$ cat src/rtl/perm_xor_cipher.sv
// Multi-round permute-then-XOR cipher over a W-bit word (per 8-bit lane), encrypt/decrypt, with valid/ready handshakes.
// Optional feature: define CIPHER_CNT_EN to add the blk_cnt handshake counter and its cnt_clr input.
module perm_xor_cipher #(
  parameter int W      = 8,
  parameter int ROUNDS = 3,
  parameter int KIW    = (ROUNDS > 1) ? $clog2(ROUNDS) : 1
) (
  input  logic           clock,
  input  logic           rst,
  input  logic           in_valid,
  output logic           in_ready,
  input  logic [W-1:0]   din,
  input  logic           mode,
  output logic           out_valid,
  input  logic           out_ready,
  output logic [W-1:0]   dout,
  input  logic           key_we,
  input  logic [KIW-1:0] key_idx,
  input  logic [W-1:0]   key_wdata,
  output logic           busy
`ifdef CIPHER_CNT_EN
  ,
  input  logic           cnt_clr,
  output logic [15:0]    blk_cnt
`endif
);

  typedef enum logic [1:0] {IDLE, RUN, DONE} state_t;

  localparam int             LANES = W / 8;
  localparam logic [KIW-1:0] LAST  = KIW'(ROUNDS - 1);

  state_t         state;
  logic [KIW-1:0] cnt;
  logic [W-1:0]   work;
  logic           dec;
  logic [W-1:0]   key [ROUNDS];
  logic [W-1:0]   round_key;
  logic [W-1:0]   next_work;

  function automatic logic [7:0] default_key(input int r);
    case (r)
      0:       default_key = 8'h3E;
      1:       default_key = 8'h49;
      2:       default_key = 8'h7E;
      default: default_key = 8'h00;
    endcase
  endfunction

  function automatic logic [W-1:0] p_word(input logic [W-1:0] x);
    logic [7:0] b;
    p_word = '0;
    for (int l = 0; l < LANES; l++) begin
      b = x[8*l +: 8];
      p_word[8*l +: 8] = {b[0], b[5], b[2], b[6], b[7], b[4], b[3], b[1]};
    end
  endfunction

  function automatic logic [W-1:0] pinv_word(input logic [W-1:0] x);
    logic [7:0] b;
    pinv_word = '0;
    for (int l = 0; l < LANES; l++) begin
      b = x[8*l +: 8];
      pinv_word[8*l +: 8] = {b[3], b[4], b[6], b[2], b[1], b[5], b[0], b[7]};
    end
  endfunction

  // Decrypt walks the key bank backwards so it undoes encrypt round by round.
  always_comb begin
    // NOTE: every always_comb output gets a default first so no latch can be inferred.
    round_key = key[cnt];
    next_work = p_word(work) ^ round_key;
    if (dec) begin
      round_key = key[LAST - cnt];
      next_work = pinv_word(work ^ round_key);
    end
  end

  assign in_ready = (state == IDLE) || (state == DONE && out_ready);

  // NOTE: the key bank is a small register file with defined reset contents, so it is reset like any other state.
  always_ff @(posedge clock or posedge rst) begin
    if (rst) begin
      for (int r = 0; r < ROUNDS; r++) key[r] <= {LANES{default_key(r)}};
    end else if (key_we && state == IDLE && key_idx <= LAST) begin
      key[key_idx] <= key_wdata;
    end
  end

  // NOTE: sequential state uses non-blocking assignments so every register samples pre-edge values.
  always_ff @(posedge clock or posedge rst) begin
    if (rst) begin
      state     <= IDLE;
      cnt       <= '0;
      work      <= '0;
      dec       <= 1'b0;
      dout      <= '0;
      out_valid <= 1'b0;
      busy      <= 1'b0;
    end else begin
      case (state)
        IDLE: begin
          if (in_valid) begin
            work  <= din;
            dec   <= mode;
            cnt   <= '0;
            busy  <= 1'b1;
            state <= RUN;
          end
        end
        RUN: begin
          work <= next_work;
          cnt  <= cnt + 1'b1;
          if (cnt == LAST) begin
            dout      <= next_work;
            out_valid <= 1'b1;
            state     <= DONE;
          end
        end
        DONE: begin
          if (out_ready) begin
            out_valid <= 1'b0;
            if (in_valid) begin
              work  <= din;
              dec   <= mode;
              cnt   <= '0;
              state <= RUN;
            end else begin
              busy  <= 1'b0;
              state <= IDLE;
            end
          end
        end
        default: state <= IDLE;
      endcase
    end
  end

`ifdef CIPHER_CNT_EN
  // Clear has priority over a coincident handshake.
  always_ff @(posedge clock or posedge rst) begin
    if (rst) begin
      blk_cnt <= '0;
    end else if (cnt_clr) begin
      blk_cnt <= '0;
    end else if (out_valid && out_ready) begin
      blk_cnt <= blk_cnt + 16'd1;
    end
  end
`endif

endmodule
$ cat config.mk
export PLATFORM = sky130hd
export DESIGN_NAME = perm_xor_cipher
export DESIGN_NICKNAME = d
export VERILOG_FILES = /design/src/rtl/perm_xor_cipher.sv
export SDC_FILE = /design/constraint.sdc
export NUM_CORES = 1
export LEC_CHECK = 0
export ABC_AREA = 1
export CAP_MARGIN = 20
export CORE_MARGIN = 3
export CORE_UTILIZATION = 30
export CTS_CLUSTER_SIZE = 12
export DETAILED_ROUTE_END_ITERATION = 10
export PLACE_DENSITY = 0.56
export SLEW_MARGIN = 20
export SYNTH_ARGS = -nofsm -noshare
export SYNTH_HDL_FRONTEND = slang
export SYNTH_SLANG_ARGS = --single-unit
$ cat constraint.sdc
create_clock -name clock -period 2.1 [get_ports clock]
set_input_delay 0.42 -clock clock [delete_from_list [all_inputs] [get_ports clock]]
set_output_delay 0.42 -clock clock [all_outputs]
set_load 0.01 [all_outputs]
Word-level counts from Yosys, hierarchy flattened
Cells that the tools add are included.
W data, S select, Z words.
Operators by class
  add/subtract/negate cells: 2
  order comparisons: 5
  eq/ne operators: 7
  muxes and demuxes: 31
  bitwise gates (word level): 5
  reduce and logical (&&, ||, !) cells: 15
Operators with widths (count)
  $mux W8: 8
  $bmux W8 S2: 2
  $bwmux W24: 1
  $pmux W8 S3: 1
  $demux W8 S2: 1
  $xor A8 B8 Y8: 2
  $pmux W2 S3: 2
  $mux W2: 5
  $ge A3 B3 Y1 const B: 3
  $not A2 Y3: 3
  $mux W1: 8
  $ne A2 B2 Y1 const B: 4
  $pmux W1 S2: 3
  $reduce_and A2 Y1: 3
  $reduce_and A3 Y1: 2
  $eq A2 B2 Y1 const B: 2
  $logic_and A1 B1 Y1: 4
  $reduce_and A4 Y1: 1
  $reduce_bool A2 Y1: 2
  $lt A3 B1 Y1 const B: 1
  $reduce_bool A3 Y1: 1
  $add A2 B1 Y2 const B: 1
  $eq A2 B1 Y1 const B: 1
  $le A2 B2 Y1 const B: 1
  3 further kinds: 3
Word-level totals
  register bits: 47
  input port bits: 24
  output and inout bits: 11
  word-level logic and storage cells: 75

Longest topological paths before layout
  depth in word-level cells: 8
  gate-level depth with buffers: 12
  mapped depth without buffers: 10

Least setup slack after synthesis
Ideal clock, no wire load.
  path kind: register -> register
  from: reg cnt[0]
  to: reg work[7]
  library setup time: 0.116 ns
  arrival time: 1.634 ns
  data required time: 1.984 ns
  setup slack: 0.349 ns
  stages on the path, launching flop included: 13
  buffers on the path: 3
  period minus slack after synthesis: 1.751 ns
  cells stage by stage: dfrtp_1 -> buf_6 -> inv_4 -> buf_4 -> ha_1 -> inv_1 -> buf_2 -> nand3_1 -> nand3_1 -> nand3_1 -> nand3_1 -> nand2_1 -> nand2_1
On the way
  cells in the longest elaborated chain, start to end: 8
  elaborated cells between the ends (all ways): 13
  classes of those cells: 1 x add/sub; 8 x mux; 4 x bitwise
Ends and longest elaborated chain
  from (decl): RTL line 34  | logic [KIW-1:0] cnt;
  from (signal assigned): RTL line 113  | cnt <= cnt + 1'b1;
  $sub A2 B2 Y2: RTL line 74  | round_key = key[LAST - cnt];
  $not A2 Y3 (not written as such): RTL line 74
  $bmux W8 S2: RTL line 74
  $mux W8 (not written as such) (2 in series): RTL line 74
  $xor A8 B8 Y8: RTL line 75  | next_work = pinv_word(work ^ round_key);
  $mux W8 (*): RTL line 73  | if (dec) begin
  $pmux W8 S3 (*): RTL line 101  | case (state)
  to (signal assigned): RTL line 104  | work <= din;
  to (signal assigned): RTL line 112  | work <= next_work;
  to (signal assigned): RTL line 124  | work <= din;
  to (decl): RTL line 35  | logic [W-1:0] work;
Mark *: on every way between the ends. The rest lies on a longest branch, timed or not. The select of a mux whose other input is x is not followed.
A chain may end at the register's enable or synchronous reset.

Worst setup path after layout
  from: in out_ready
  to: out in_ready
On the way
  cells in the longest elaborated chain, start to end: 2
Ends and longest elaborated chain
  from (decl): RTL line 15  | input logic out_ready,
  $logic_and A1 B1 Y1: RTL line 79  | assign in_ready = (state == IDLE) || (state == DONE && out_ready);
  $logic_or A1 B1 Y1: RTL line 79
  to (decl): RTL line 11  | output logic in_ready,
No other way between the ends.

==> flow_summary.ini <==
[status]
status = complete, no violations

[grt]
grt_max_degree = 26
grt_antenna_before_repair = 0
grt_pass1_vias = 2611
grt.total_usage = 0.1424
grt-ovfl-total = 0
grt_pass1_wl_um = 11900

[timing]
slew_viol_final = 0
max_freq_mhz = 490.8
finalCriticalPeriod_ps = 2037
setup_slack_ps = 62.63
final_hold_viol_count = 0
rsz0062_at_grt = no
whs_ps = 439.6
max-slew-margin-rel = 0.6855
timing.final.crit_share = 0.9702
worstMarginPinSlew_ps = 471.0
setup-tns-final_ps = 0
clock_skew_ps = 6.492
setup_viol = 0

[setup_path]
worst_ep_arrival_time_ps = 1620
crit_type = primary input to output port
critical-path-top-cell-by-count = clkdlybuf4s50_1
critPathRequiredTime_ps = 1680
crit_path_end_kind = output port
slowest_delay_ps = 550
start_kind = primary input
critPathMaxFanout = 2
cp_slowest_cell = clkdlybuf4s50_1
path_cells = clkdlybuf4s50_1, inv_1, a21oi_1, clkdlybuf4s50_1

[yosys]
yosysSeqAreaShare = 0.4255
avgSynthCellArea_um2 = 7.048
netlist_area_um2 = 2805
ys.flop_type = dfrtp_1
synth_edf_count = 0
yosysUniqueCellTypes = 24
synth_cells = 398
synth_seq_cells = 47
synth_nets = 423
async_reset_ff_frac = 1.000
yosysWarnings = 0

[place]
io_buffer_count = 34
post-place-ws_ps = 49.53
post-dp-hpwl_um = 5162
gp_congestion = 0.7888
dpl-instance-area_um2 = 3216

[die]
die_area_um2 = 10550
initial_utilization = 0.3155
dieHeight_um = 102.7
core-area_um2 = 8891
die_x_um = 102.7
ios = 35
num_rows = 34

[clock_tree]
cts_hold_buf = 0
postCtsSetupRepairBufs = 0
cts_resized = 0
cts_max_path_buffers = 2
root_buffer = clkbuf_8
cts.sink_count = 47
clk_pin_slew_worst_paths_ps = 90
cts_tree = built
cts_max_level = 2
cts_buffers = 5
clk-insertion-delay-late_ps = 310

[detailed_routing]
wl_um = 6811
vias = 2527
post_drt_wl_per_cell_um = 12.57
vias_per_cell = 4.662
antenna_left = 0
drt_first_iter_violations = 54
dr.pass1.iters = 4
route.detailed.drc = 0

[layout]
drive_above_1_share = 0.1152
mostFrequentLayoutCell = nand2_1
post-route-util = 0.3766
nets = 458
syn2layout_area_growth_pct = 19.36
diodes = 0
final_cell_mix = nand2_1 (168), nand3_1 (67), inv_1 (37)
stdcell_area_um2 = 3348

[min_path]
hold_path_class = primary input to asynchronous set/reset pin

[pwr]
p_per_area_nw_per_um2 = 1677
p_leak_nw = 1.702
irDropWorstVdd_uv = 519.9

[run]
drv_cap = 0
## logic make-up after synthesis
family          share of synthesized area
simple gates                       0.3831
buf+inv                            0.1057
flops                              0.4255
compound gates                    0.08118
fa+ha+maj                        0.004460
## worst max-delay path, delay by kind of cell
kind	cells	cell delay (ps)
AOI/OAI and AO/OA	1	120
buffers and inverters	3	1080
## per-layer routing
layer	vias to the layer above	routed length [um]	GRT usage
met3	7	247	0.03451
li1	1318	-	-
met2	32	3414	0.2572
met5	-	0	0
met4	0	58	0.02725
met1	1170	3090	0.1726
## cell type report
| class | count | area (um2) |
|---|---|---|
| clock buffers | 6 | 72.57 |
| well taps | 108 | 135.1 |
| flip-flops and latches | 47 | 1194 |
| clock inverters | 2 | 60.06 |
| fillers | 969 | 5543 |
| multi-input cells | 292 | 1315 |
| repair buffers | 42 | 400.4 |
| inverters | 45 | 171.4 |
## registers in the layout, indices dropped and copies added, names as in the netlist
| register | count |
|---|---|
| cnt | 2 |
| work | 8 |
| dec | 1 |
| key | 24 |
| out_valid | 1 |
| dout | 8 |
| busy | 1 |
| state | 2 |
## synthesized netlist by cell type (4+ instances only)
library cell  instances  area [um2]
inv_2                 4       15.01
o21ai_1              16       80.08
nand3_1              67       335.3
buf_2                 4       20.02
buf_6                 8       90.09
inv_1                38       142.6
dfstp_2              14       367.9
nand2_1             168       630.6
nor2_1               13       48.80
o21ai_2               8       70.07
dfrtp_1              33       825.8
o21ai_0              10       50.05
## worst paths after layout
check,start,to,slack [ps],depth (start not counted)
worst max-delay path,out_ready,in_ready,60,4
worst min-delay path,rst,busy$_DFFE_PP0P_,440,2
worst max register to register,cnt[0]$_DFFE_PP0P_,work[4]$_DFFE_PP0P_,370,9
worst min register to register,key[5]$_DFFE_PP1P_,key[5]$_DFFE_PP1P_,480,2
max in group asynchronous,rst,key[1]$_DFFE_PP1P_,1050,3
min in group clock,key[5]$_DFFE_PP1P_,key[5]$_DFFE_PP1P_,480,2
## stage by stage
| step | total power, mW | cells |
|---|---|---|
| floorplan | 4.071 | 398 |
| global placement | 4.780 | 534 |
| detailed placement | 4.855 | 534 |
| CTS | 5.681 | 542 |
| global route | 6.250 | 542 |
| finish | 5.614 | 542 |
## report_power, final
part	internal [mW]	switching [mW]	leakage (nW)	total (mW)
combinational	1.16	1.88	1.08	3.03
sequential	1.44	0.344	0.554	1.78
clock	0.476	0.322	0.0654	0.799
total	3.07	2.54	1.70	5.61
Power figures use the tool's default switching activity.
